==> config.mk <==
export PLATFORM = sky130hd
export DESIGN_NAME = rfft_seq_ctrl_flat
export DESIGN_NICKNAME = d
export VERILOG_FILES = /design/src/rtl/rfft_seq_ctrl_if.sv /design/src/rtl/rfft_seq_ctrl.sv /design/src/flat_wrapper.sv
export SDC_FILE = /design/constraint.sdc
export NUM_CORES = 1
export LEC_CHECK = 0
export ABC_AREA = 0
export BUFFER_PORTS_ARGS = -buffer_cell sky130_fd_sc_hd__clkbuf_2
export CORE_MARGIN = 2
export CORE_UTILIZATION = 51
export DETAILED_ROUTE_END_ITERATION = 7
export MAX_ROUTING_LAYER = met4
export PLACE_DENSITY = 0.79
export SLEW_MARGIN = 20
export SYNTH_ARGS = -nofsm -noshare
export SYNTH_HDL_FRONTEND = slang
export SYNTH_SLANG_ARGS = --single-unit
==> constraint.sdc <==
create_clock -name clk -period 2 [get_ports clk]
set_input_delay 0 -clock clk [delete_from_list [all_inputs] [get_ports clk]]
set_output_delay 0 -clock clk [all_outputs]
set_load 0.05 [all_outputs]
==> src/rtl/rfft_seq_ctrl_if.sv <==
`timescale 1ns/1ps
// rfft_seq_ctrl_if: host handshake, sample-source handshake and bank/twiddle control bundle
// between rfft_seq_ctrl (master) and the host/rfft_4pt datapath (slave).
interface rfft_seq_ctrl_if #(
    parameter int N        = 32,
    parameter int ADDR_BIT = 3
);
    localparam int TW_W = $clog2(N / 2);

    logic                    start;
    logic                    busy;
    logic                    done;
    logic                    start_err;
    logic                    ld_valid;
    logic                    ld_ready;
    logic                    load_mode;
    logic [ADDR_BIT:0]       stage;
    logic                    rd_en;
    logic [4*ADDR_BIT-1:0]   rd_addr;
    logic                    wr_en;
    logic [4*ADDR_BIT-1:0]   wr_addr;
    logic [TW_W-1:0]         tw_addr;
    logic                    bypass_en;
    logic                    pair_sel;

    modport master (
        input  start, ld_valid,
        output busy, done, start_err, ld_ready, load_mode, stage,
               rd_en, rd_addr, wr_en, wr_addr, tw_addr, bypass_en, pair_sel
    );

    modport slave (
        output start, ld_valid,
        input  busy, done, start_err, ld_ready, load_mode, stage,
               rd_en, rd_addr, wr_en, wr_addr, tw_addr, bypass_en, pair_sel
    );
endinterface

==> src/rtl/rfft_seq_ctrl.sv <==
`timescale 1ns/1ps
// rfft_seq_ctrl: load phase plus ADDR_BIT+1 compute stages of bank/twiddle sequencing for rfft_4pt.
// Define RFFT_SEQ_START_ERR_EN to build the sticky start_err flag; otherwise start_err is 0.
module rfft_seq_ctrl #(
    parameter int N        = 32,
    parameter int ADDR_BIT = 3,
    parameter int PIPE_LAT = 2
) (
    input  logic            clk,
    input  logic            rst,
    rfft_seq_ctrl_if.master bus
);
    localparam int AW4  = 4 * ADDR_BIT;
    localparam int TW_W = $clog2(N / 2);
    localparam int DW   = (PIPE_LAT > 1) ? $clog2(PIPE_LAT) : 1;

    localparam logic [ADDR_BIT:0]   MH_V     = {1'b1, {ADDR_BIT{1'b0}}};
    localparam logic [ADDR_BIT:0]   K_LAST   = (ADDR_BIT + 1)'(ADDR_BIT);
    localparam logic [ADDR_BIT-1:0] CNT_LAST = '1;
    localparam logic [DW-1:0]       D_LAST   = DW'(PIPE_LAT - 1);

    localparam logic [2:0] S_IDLE  = 3'd0;
    localparam logic [2:0] S_LOAD  = 3'd1;
    localparam logic [2:0] S_RUN   = 3'd2;
    localparam logic [2:0] S_DRAIN = 3'd3;
    localparam logic [2:0] S_FIN   = 3'd4;

    logic [2:0]          state;
    logic [ADDR_BIT-1:0] cnt;
    logic [ADDR_BIT:0]   k;
    logic [DW-1:0]       dcnt;

    logic                rd_en;
    logic [AW4-1:0]      rd_addr;
    logic [TW_W-1:0]     tw;
    logic                byp;
    logic                psel;
    logic [ADDR_BIT:0]   off;
    logic [ADDR_BIT:0]   psh;
    logic [ADDR_BIT-1:0] rot;
    logic [ADDR_BIT-1:0] cnt_sh;

    logic [PIPE_LAT-1:0] vld_p;
    logic [AW4-1:0]      wr_addr_p [PIPE_LAT];

    always_ff @(posedge clk) begin
        if (rst) begin
            state <= S_IDLE;
            cnt   <= '0;
            k     <= '0;
            dcnt  <= '0;
        end else begin
            case (state)
                S_IDLE: begin
                    if (bus.start) begin
                        state <= S_LOAD;
                        cnt   <= '0;
                        k     <= '0;
                    end
                end
                S_LOAD: begin
                    if (bus.ld_valid) begin
                        cnt <= cnt + 1'b1;
                        if (cnt == CNT_LAST) begin
                            state <= S_RUN;
                            k     <= '0;
                        end
                    end
                end
                S_RUN: begin
                    // cnt wraps back to 0 on the last read, ready for the next stage
                    cnt <= cnt + 1'b1;
                    if (cnt == CNT_LAST) begin
                        state <= S_DRAIN;
                        dcnt  <= '0;
                    end
                end
                S_DRAIN: begin
                    if (dcnt == D_LAST) begin
                        if (k == K_LAST) begin
                            state <= S_FIN;
                        end else begin
                            k     <= k + 1'b1;
                            state <= S_RUN;
                        end
                    end else begin
                        dcnt <= dcnt + 1'b1;
                    end
                end
                S_FIN: begin
                    state <= S_IDLE;
                    k     <= '0;
                end
                default: state <= S_IDLE;
            endcase
        end
    end

    // Read side: bank 2/3 rotation, twiddle stride and pair select from (cnt, k)
    always_comb begin
        off     = MH_V - (MH_V >> k);
        rot     = cnt + off[ADDR_BIT-1:0];
        psh     = K_LAST - k - 1'b1;
        cnt_sh  = cnt >> psh;
        rd_en   = (state == S_RUN);
        rd_addr = '0;
        tw      = '0;
        byp     = 1'b0;
        psel    = 1'b0;
        if (rd_en) begin
            rd_addr = {rot, rot, cnt, cnt};
            tw      = TW_W'(cnt) << k;
            byp     = (k < K_LAST);
            psel    = (k < K_LAST) ? cnt_sh[0] : 1'b0;
        end
    end

    // Stage p0..pN: write-back delay line matching the datapath read-to-write latency
    always_ff @(posedge clk) begin
        if (rst) begin
            vld_p <= '0;
            for (int i = 0; i < PIPE_LAT; i++) wr_addr_p[i] <= '0;
        end else begin
            vld_p[0]     <= rd_en;
            wr_addr_p[0] <= rd_addr;
            for (int i = 1; i < PIPE_LAT; i++) begin
                vld_p[i]     <= vld_p[i-1];
                wr_addr_p[i] <= wr_addr_p[i-1];
            end
        end
    end

    always_comb begin
        if (state == S_LOAD) begin
            bus.wr_en   = bus.ld_valid;
            bus.wr_addr = {4{cnt}};
        end else begin
            bus.wr_en   = vld_p[PIPE_LAT-1];
            bus.wr_addr = wr_addr_p[PIPE_LAT-1];
        end
    end

    assign bus.busy      = (state != S_IDLE);
    assign bus.done      = (state == S_FIN);
    assign bus.ld_ready  = (state == S_LOAD);
    assign bus.load_mode = (state == S_LOAD);
    assign bus.stage     = k;
    assign bus.rd_en     = rd_en;
    assign bus.rd_addr   = rd_addr;
    assign bus.tw_addr   = tw;
    assign bus.bypass_en = byp;
    assign bus.pair_sel  = psel;

`ifdef RFFT_SEQ_START_ERR_EN
    logic start_err_q;

    always_ff @(posedge clk) begin
        if (rst) begin
            start_err_q <= 1'b0;
        end else if (bus.start) begin
            start_err_q <= (state != S_IDLE);
        end
    end

    assign bus.start_err = start_err_q;
`else
    assign bus.start_err = 1'b0;
`endif
endmodule
==> src/flat_wrapper.sv <==
// flat-port wrapper written by rule: the top's interface ports become plain ports
module rfft_seq_ctrl_flat 
#(
    parameter int N        = 32,
    parameter int ADDR_BIT = 3,
    parameter int PIPE_LAT = 2
)
  (clk, rst, bus_start, bus_ld_valid, bus_busy, bus_done, bus_start_err, bus_ld_ready, bus_load_mode, bus_stage, bus_rd_en, bus_rd_addr, bus_wr_en, bus_wr_addr, bus_tw_addr, bus_bypass_en, bus_pair_sel);
  rfft_seq_ctrl_if #(.N(N), .ADDR_BIT(ADDR_BIT)) bus_i ();
  input  logic clk;
  input  logic rst;
  input wire logic [$bits(bus_i.start)-1:0] bus_start;
  input wire logic [$bits(bus_i.ld_valid)-1:0] bus_ld_valid;
  output wire logic [$bits(bus_i.busy)-1:0] bus_busy;
  output wire logic [$bits(bus_i.done)-1:0] bus_done;
  output wire logic [$bits(bus_i.start_err)-1:0] bus_start_err;
  output wire logic [$bits(bus_i.ld_ready)-1:0] bus_ld_ready;
  output wire logic [$bits(bus_i.load_mode)-1:0] bus_load_mode;
  output wire logic [$bits(bus_i.stage)-1:0] bus_stage;
  output wire logic [$bits(bus_i.rd_en)-1:0] bus_rd_en;
  output wire logic [$bits(bus_i.rd_addr)-1:0] bus_rd_addr;
  output wire logic [$bits(bus_i.wr_en)-1:0] bus_wr_en;
  output wire logic [$bits(bus_i.wr_addr)-1:0] bus_wr_addr;
  output wire logic [$bits(bus_i.tw_addr)-1:0] bus_tw_addr;
  output wire logic [$bits(bus_i.bypass_en)-1:0] bus_bypass_en;
  output wire logic [$bits(bus_i.pair_sel)-1:0] bus_pair_sel;
  assign bus_i.start = bus_start;
  assign bus_i.ld_valid = bus_ld_valid;
  assign bus_busy = bus_i.busy;
  assign bus_done = bus_i.done;
  assign bus_start_err = bus_i.start_err;
  assign bus_ld_ready = bus_i.ld_ready;
  assign bus_load_mode = bus_i.load_mode;
  assign bus_stage = bus_i.stage;
  assign bus_rd_en = bus_i.rd_en;
  assign bus_rd_addr = bus_i.rd_addr;
  assign bus_wr_en = bus_i.wr_en;
  assign bus_wr_addr = bus_i.wr_addr;
  assign bus_tw_addr = bus_i.tw_addr;
  assign bus_bypass_en = bus_i.bypass_en;
  assign bus_pair_sel = bus_i.pair_sel;
  rfft_seq_ctrl #(.N(N), .ADDR_BIT(ADDR_BIT), .PIPE_LAT(PIPE_LAT)) u_core (.clk(clk), .rst(rst), .bus(bus_i));
endmodule
# == Word level (Yosys, flattened, before mapping) ==
# Memory sizes are Yosys's and may differ from the RTL's.
# Cells that the tools add are included.
# totals
ff_bits,13
latchBits,0
ramBits,24
romBits,0
inputBits,4
output_inout_bits,41
elab_cells,71
mem_count,1
# mem_list
name,words,width,rd,rd_clocked_by_memory_dff,write_ports,line_no,text
u_core.wr_addr_p,2,12,2,0,2,rfft_seq_ctrl.sv:44,logic [AW4-1:0] wr_addr_p [PIPE_LAT];
# op_classes
addsub,7
n_mul,0
div_mod_pow,0
magnitude_cmp,1
eq_ne,12
shifts,3
n_mux,31
bitwise_logic,2
n_reduce_logical,9
# ops
cell,count
2-to-1 mux 12 bit,4
2-to-1 mux 3 bit,8
2-to-1 mux 4 bit,6
case mux 4 bit (4 select lines),1
case mux 3 bit (4 select lines),1
2-to-1 mux 1 bit,9
case mux 3 bit (3 select lines),1
"equality test 3 x 2 -> 1 bit, second input constant",2
"equality test 3 bit, second input constant",2
"inequality test 2 x 1 -> 1 bit, second input constant",3
"inequality test 2 bit, second input constant",3
AND reduction 6 bit,1
nonzero test 3 bit,2
AND reduction 5 bit,1
"adder 4 x 1 -> 4 bit, second input constant",1
"equality test 4 x 2 -> 1 bit, second input constant",1
"less-than comparator 4 x 2 -> 1 bit, second input constant",1
nonzero test 4 bit,1
<< shifter 3 x 4 -> 4 bit,1
>> shifter 3 x 4 -> 1 bit,1
">> shifter 4 x 4 -> 3 bit, first input constant",1
"subtractor 2 x 4 -> 4 bit, first input constant",1
"subtractor 4 x 1 -> 4 bit, second input constant",1
"adder 3 x 1 -> 3 bit, second input constant",1
other kinds (10),11

# == Depth between registers and ports, before layout ==
# logic_depth
depth_word,5
depth_mapped,9

# == Worst setup path before layout ==
# No wires, ideal clock.
# synth_timing
path_kind,reg2out
from,register u_core.k[1] (netlist: u_core.bus.stage[1])
to,output bus_rd_addr[11]
arrival_time_ns,2.977
required_ns,2.000
path_slack_ns,-0.977
path_stages_with_launch,10
path_buffers,1
cell_sequence,dfxtp_1 -> nand2_1 -> nor3_1 -> ha_1 -> inv_1 -> fa_1 -> xnor2_1 -> xnor2_1 -> nor2_1 -> buf_4
# synth_between
elab_chain_len,4
# synth_rtl
item,line_no,text
"start, declared",rfft_seq_ctrl.sv:30,logic [ADDR_BIT:0] k;
"start signal, assigned",rfft_seq_ctrl.sv:83,k <= k + 1'b1;
>> shifter 4 x 4 -> 3 bit,rfft_seq_ctrl.sv:101,off = MH_V - (MH_V >> k);
subtractor 1 x 3 -> 3 bit,rfft_seq_ctrl.sv:101,
adder 3 bit,rfft_seq_ctrl.sv:102,rot = cnt + off[ADDR_BIT-1:0];
2-to-1 mux 12 bit,rfft_seq_ctrl.sv:110,if (rd_en) begin
"end, declared",flat_wrapper.sv:21,output wire logic [$bits(bus_i.rd_addr)-1:0] bus_rd_addr;
# No other way between the ends.

# == Worst setup path after layout ==
# Same ends and word-level chain as after synthesis.

==> run summary <==
hold slack: 79.2 ps
final WL: 4030 um
#FFs+latches synth: 25
layout cells sized above 1: 51.2%
Vias: 1373
die area: 3370 um^2
synthesized instance count: 169
hold_buf cts: 0
Overflow after GRT: 0
largest net degree at the start of global routing: 21
area leader, netlist: dfxtp_1
Setup-failing EPs final: 4
PortBufs: 43
CTS Root Cell: clkbuf_4
Cell Rows: 19
EDFF count, synth: 0
first-pass GRT wire length: 6340 um
wire per inst: 16.8 um
Clock transition at path regs: 150 ps
sequential area share after synthesis: 33.6%
DRT iter0 DRCs: 54
antenna-violating nets left: 0
crit path time final: 2240 ps
f_max: 0.446 GHz
total clock sinks: 25
Netlist cell types: 38
H-tree depth: 1
Post-Place Cells: 231
initial antenna violation count: 0
power per standard cell area: 835 nW/um^2
asr flop ratio synth: 0%
die height: 58.0 um
HPWL Detailed: 2500 um
Clock Tree Buf Depth: 2
Initial Util: 54.0%
met1 usage: 28.7%
CORE AREA: 2760 um^2
outcome: complete, but fails checks
DRC: 0
period utilisation layout: 112%
count leader, synth: dfxtp_1
Setup crit start kind: flip-flop
Leakage: 0.865 nW
area delta synth->final: 30.3%
CP endpoint kind: output pin
Syn Nets: 179
Total Neg Setup Slack: -669 ps
# fillers: 205
Antenna Cells: 0
RSZ-0062 raised after global routing: yes
Max Slew Vio Count: 0
Yosys warnings: 0
DR pass1 iterations: 4
HP Class: in2reg
Post-Syn Area: 1490 um^2
total CTS buffers: 3
design area: 1940 um^2
peak supply drop: 666 uV
CTS tree: yes
Post-synth top cells: 25 x dfxtp_1, 16 x buf_4, 14 x nor2_1
final std cells w/o fill: 240
grt peak-use layer: met2
failing checks: setup timing
GPL Wtd Cong: 0.838
Worst EP arrival: 2240 ps
Synth area leaders: dfxtp_1 34%, buf_4 8.1%, mux2_2 6.8%
Worst Skew: 6.03 ps
Yosys top cell area share: 33.6%
vias in the first global route: 1269
CP max FO: 4
WS Path Type: reg2out
dpl cell area: 1720 um^2
Max Cap Viol: 0
Util after Layout: 70.4%
CP required: 2000 ps
Power Total: 1.62 mW
grt met3 use: 3.79%
Final Hold Viols: 0
drt via density: 5.72
Post-synth top flop: dfxtp_1
M2 GR Usage: 43.3%
PnR worst setup slack: -245 ps
Die W: 58.0 um
pre-CTS WS: -52.6 ps
Total GRT Usage: 25.5%
io pins: 45
worst skew pair latency: 340 ps
Nets: 220
Mapped Avg Cell Area: 8.81 um^2
-- final timing paths --
path | slack [ps] | start | to | cells past startpoint
setup / recovery | -240 | u_core.bus.stage[1] | bus_rd_addr[11] | 9
hold / removal | 80 | rst | u_core.cnt[2] | 3
setup reg to reg | 160 | u_core.bus.stage[1] | u_core.bus.stage[1] | 7
hold reg to reg | 460 | u_core.wr_addr_p[0][5] | u_core.wr_addr_p[0][17] | 1
-- cell families (layout without fill, tap and decap cells) --
family / after synthesis / in the layout / synth area share, %
AOI/OAI and AO/OA: 20 / 20 / 9.75
xor gates and xnor gates: 3 / 3 / 1.77
adders and majority gates: 6 / 6 / 5.55
buffers and inverters: 30 / 70 / 11.8
DFF: 25 / 25 / 33.6
muxes: 16 / 16 / 11.5
other: 1 / 1 / 0.252
and+or+nand+nor: 68 / 68 / 25.7
-- sequential cells by signal, summed over array words and instances (netlist names) --
signal and flops:
u_core.bus.stage 4, u_core.cnt 3, u_core.dcnt 1, u_core.state 3, u_core.vld_p 2, u_core.wr_addr_p 12
-- worst max-delay path, cell delays in order, from the launching register on --
cell and delay (ps):
dfxtp_4 400, buf_4 130, inv_2 60, nor2_2 170, nand2_2 90, fa_2 420
xnor2_2 160, xnor2_2 160, nor2_4 160, buf_8 160
-- layer usage --
layer  vias to the layer above  wire length (um)
met1                       642              1530
met3                        17               227
li1                        641                 -
met4                         0               146
met2                        73              2120
met5                         -                 0
-- layout make-up --
class | instances | area [um^2] | area share, %
Tap cell | 31 | 38.8 | 2.00
Clock inverter | 1 | 6.26 | 0.322
Multi-Input combinational cell | 114 | 908 | 46.8
Timing Repair Buffer | 60 | 425 | 21.9
Sequential cell | 25 | 517 | 26.6
Inverter | 6 | 22.5 | 1.16
Clock buffer | 3 | 22.5 | 1.16
-- timing repair --
| action | in CTS | in global routing |
|---|---|---|
| buffers inserted | 7 | 0 |
| resized for setup | 27 | 11 |
| endpoints found under the setup margin | 20 | 12 |
| pin swaps | 8 | 6 |
-- power breakdown --
group / internal (mW) / switching (mW)
logic: 0.253 / 0.503
clock network: 0.0783 / 0.169
registers: 0.532 / 0.0855
-- placed cells by master, fill, tap and decap left out, types with 6 or more instances in the layout --
cell | Yosys | layout
a21oi_1 | 6 | 6
and2_1 | 7 | 6
buf_4 | 16 | 17
clkbuf_2 | 0 | 37
dfxtp_1 | 25 | 18
mux2_2 | 9 | 9
mux2i_1 | 7 | 7
nand2_1 | 8 | 6
nand3_1 | 6 | 6
nor2_1 | 14 | 11
nor2b_1 | 9 | 9
nor3_1 | 8 | 6
Power figures use the tool's default switching activity.
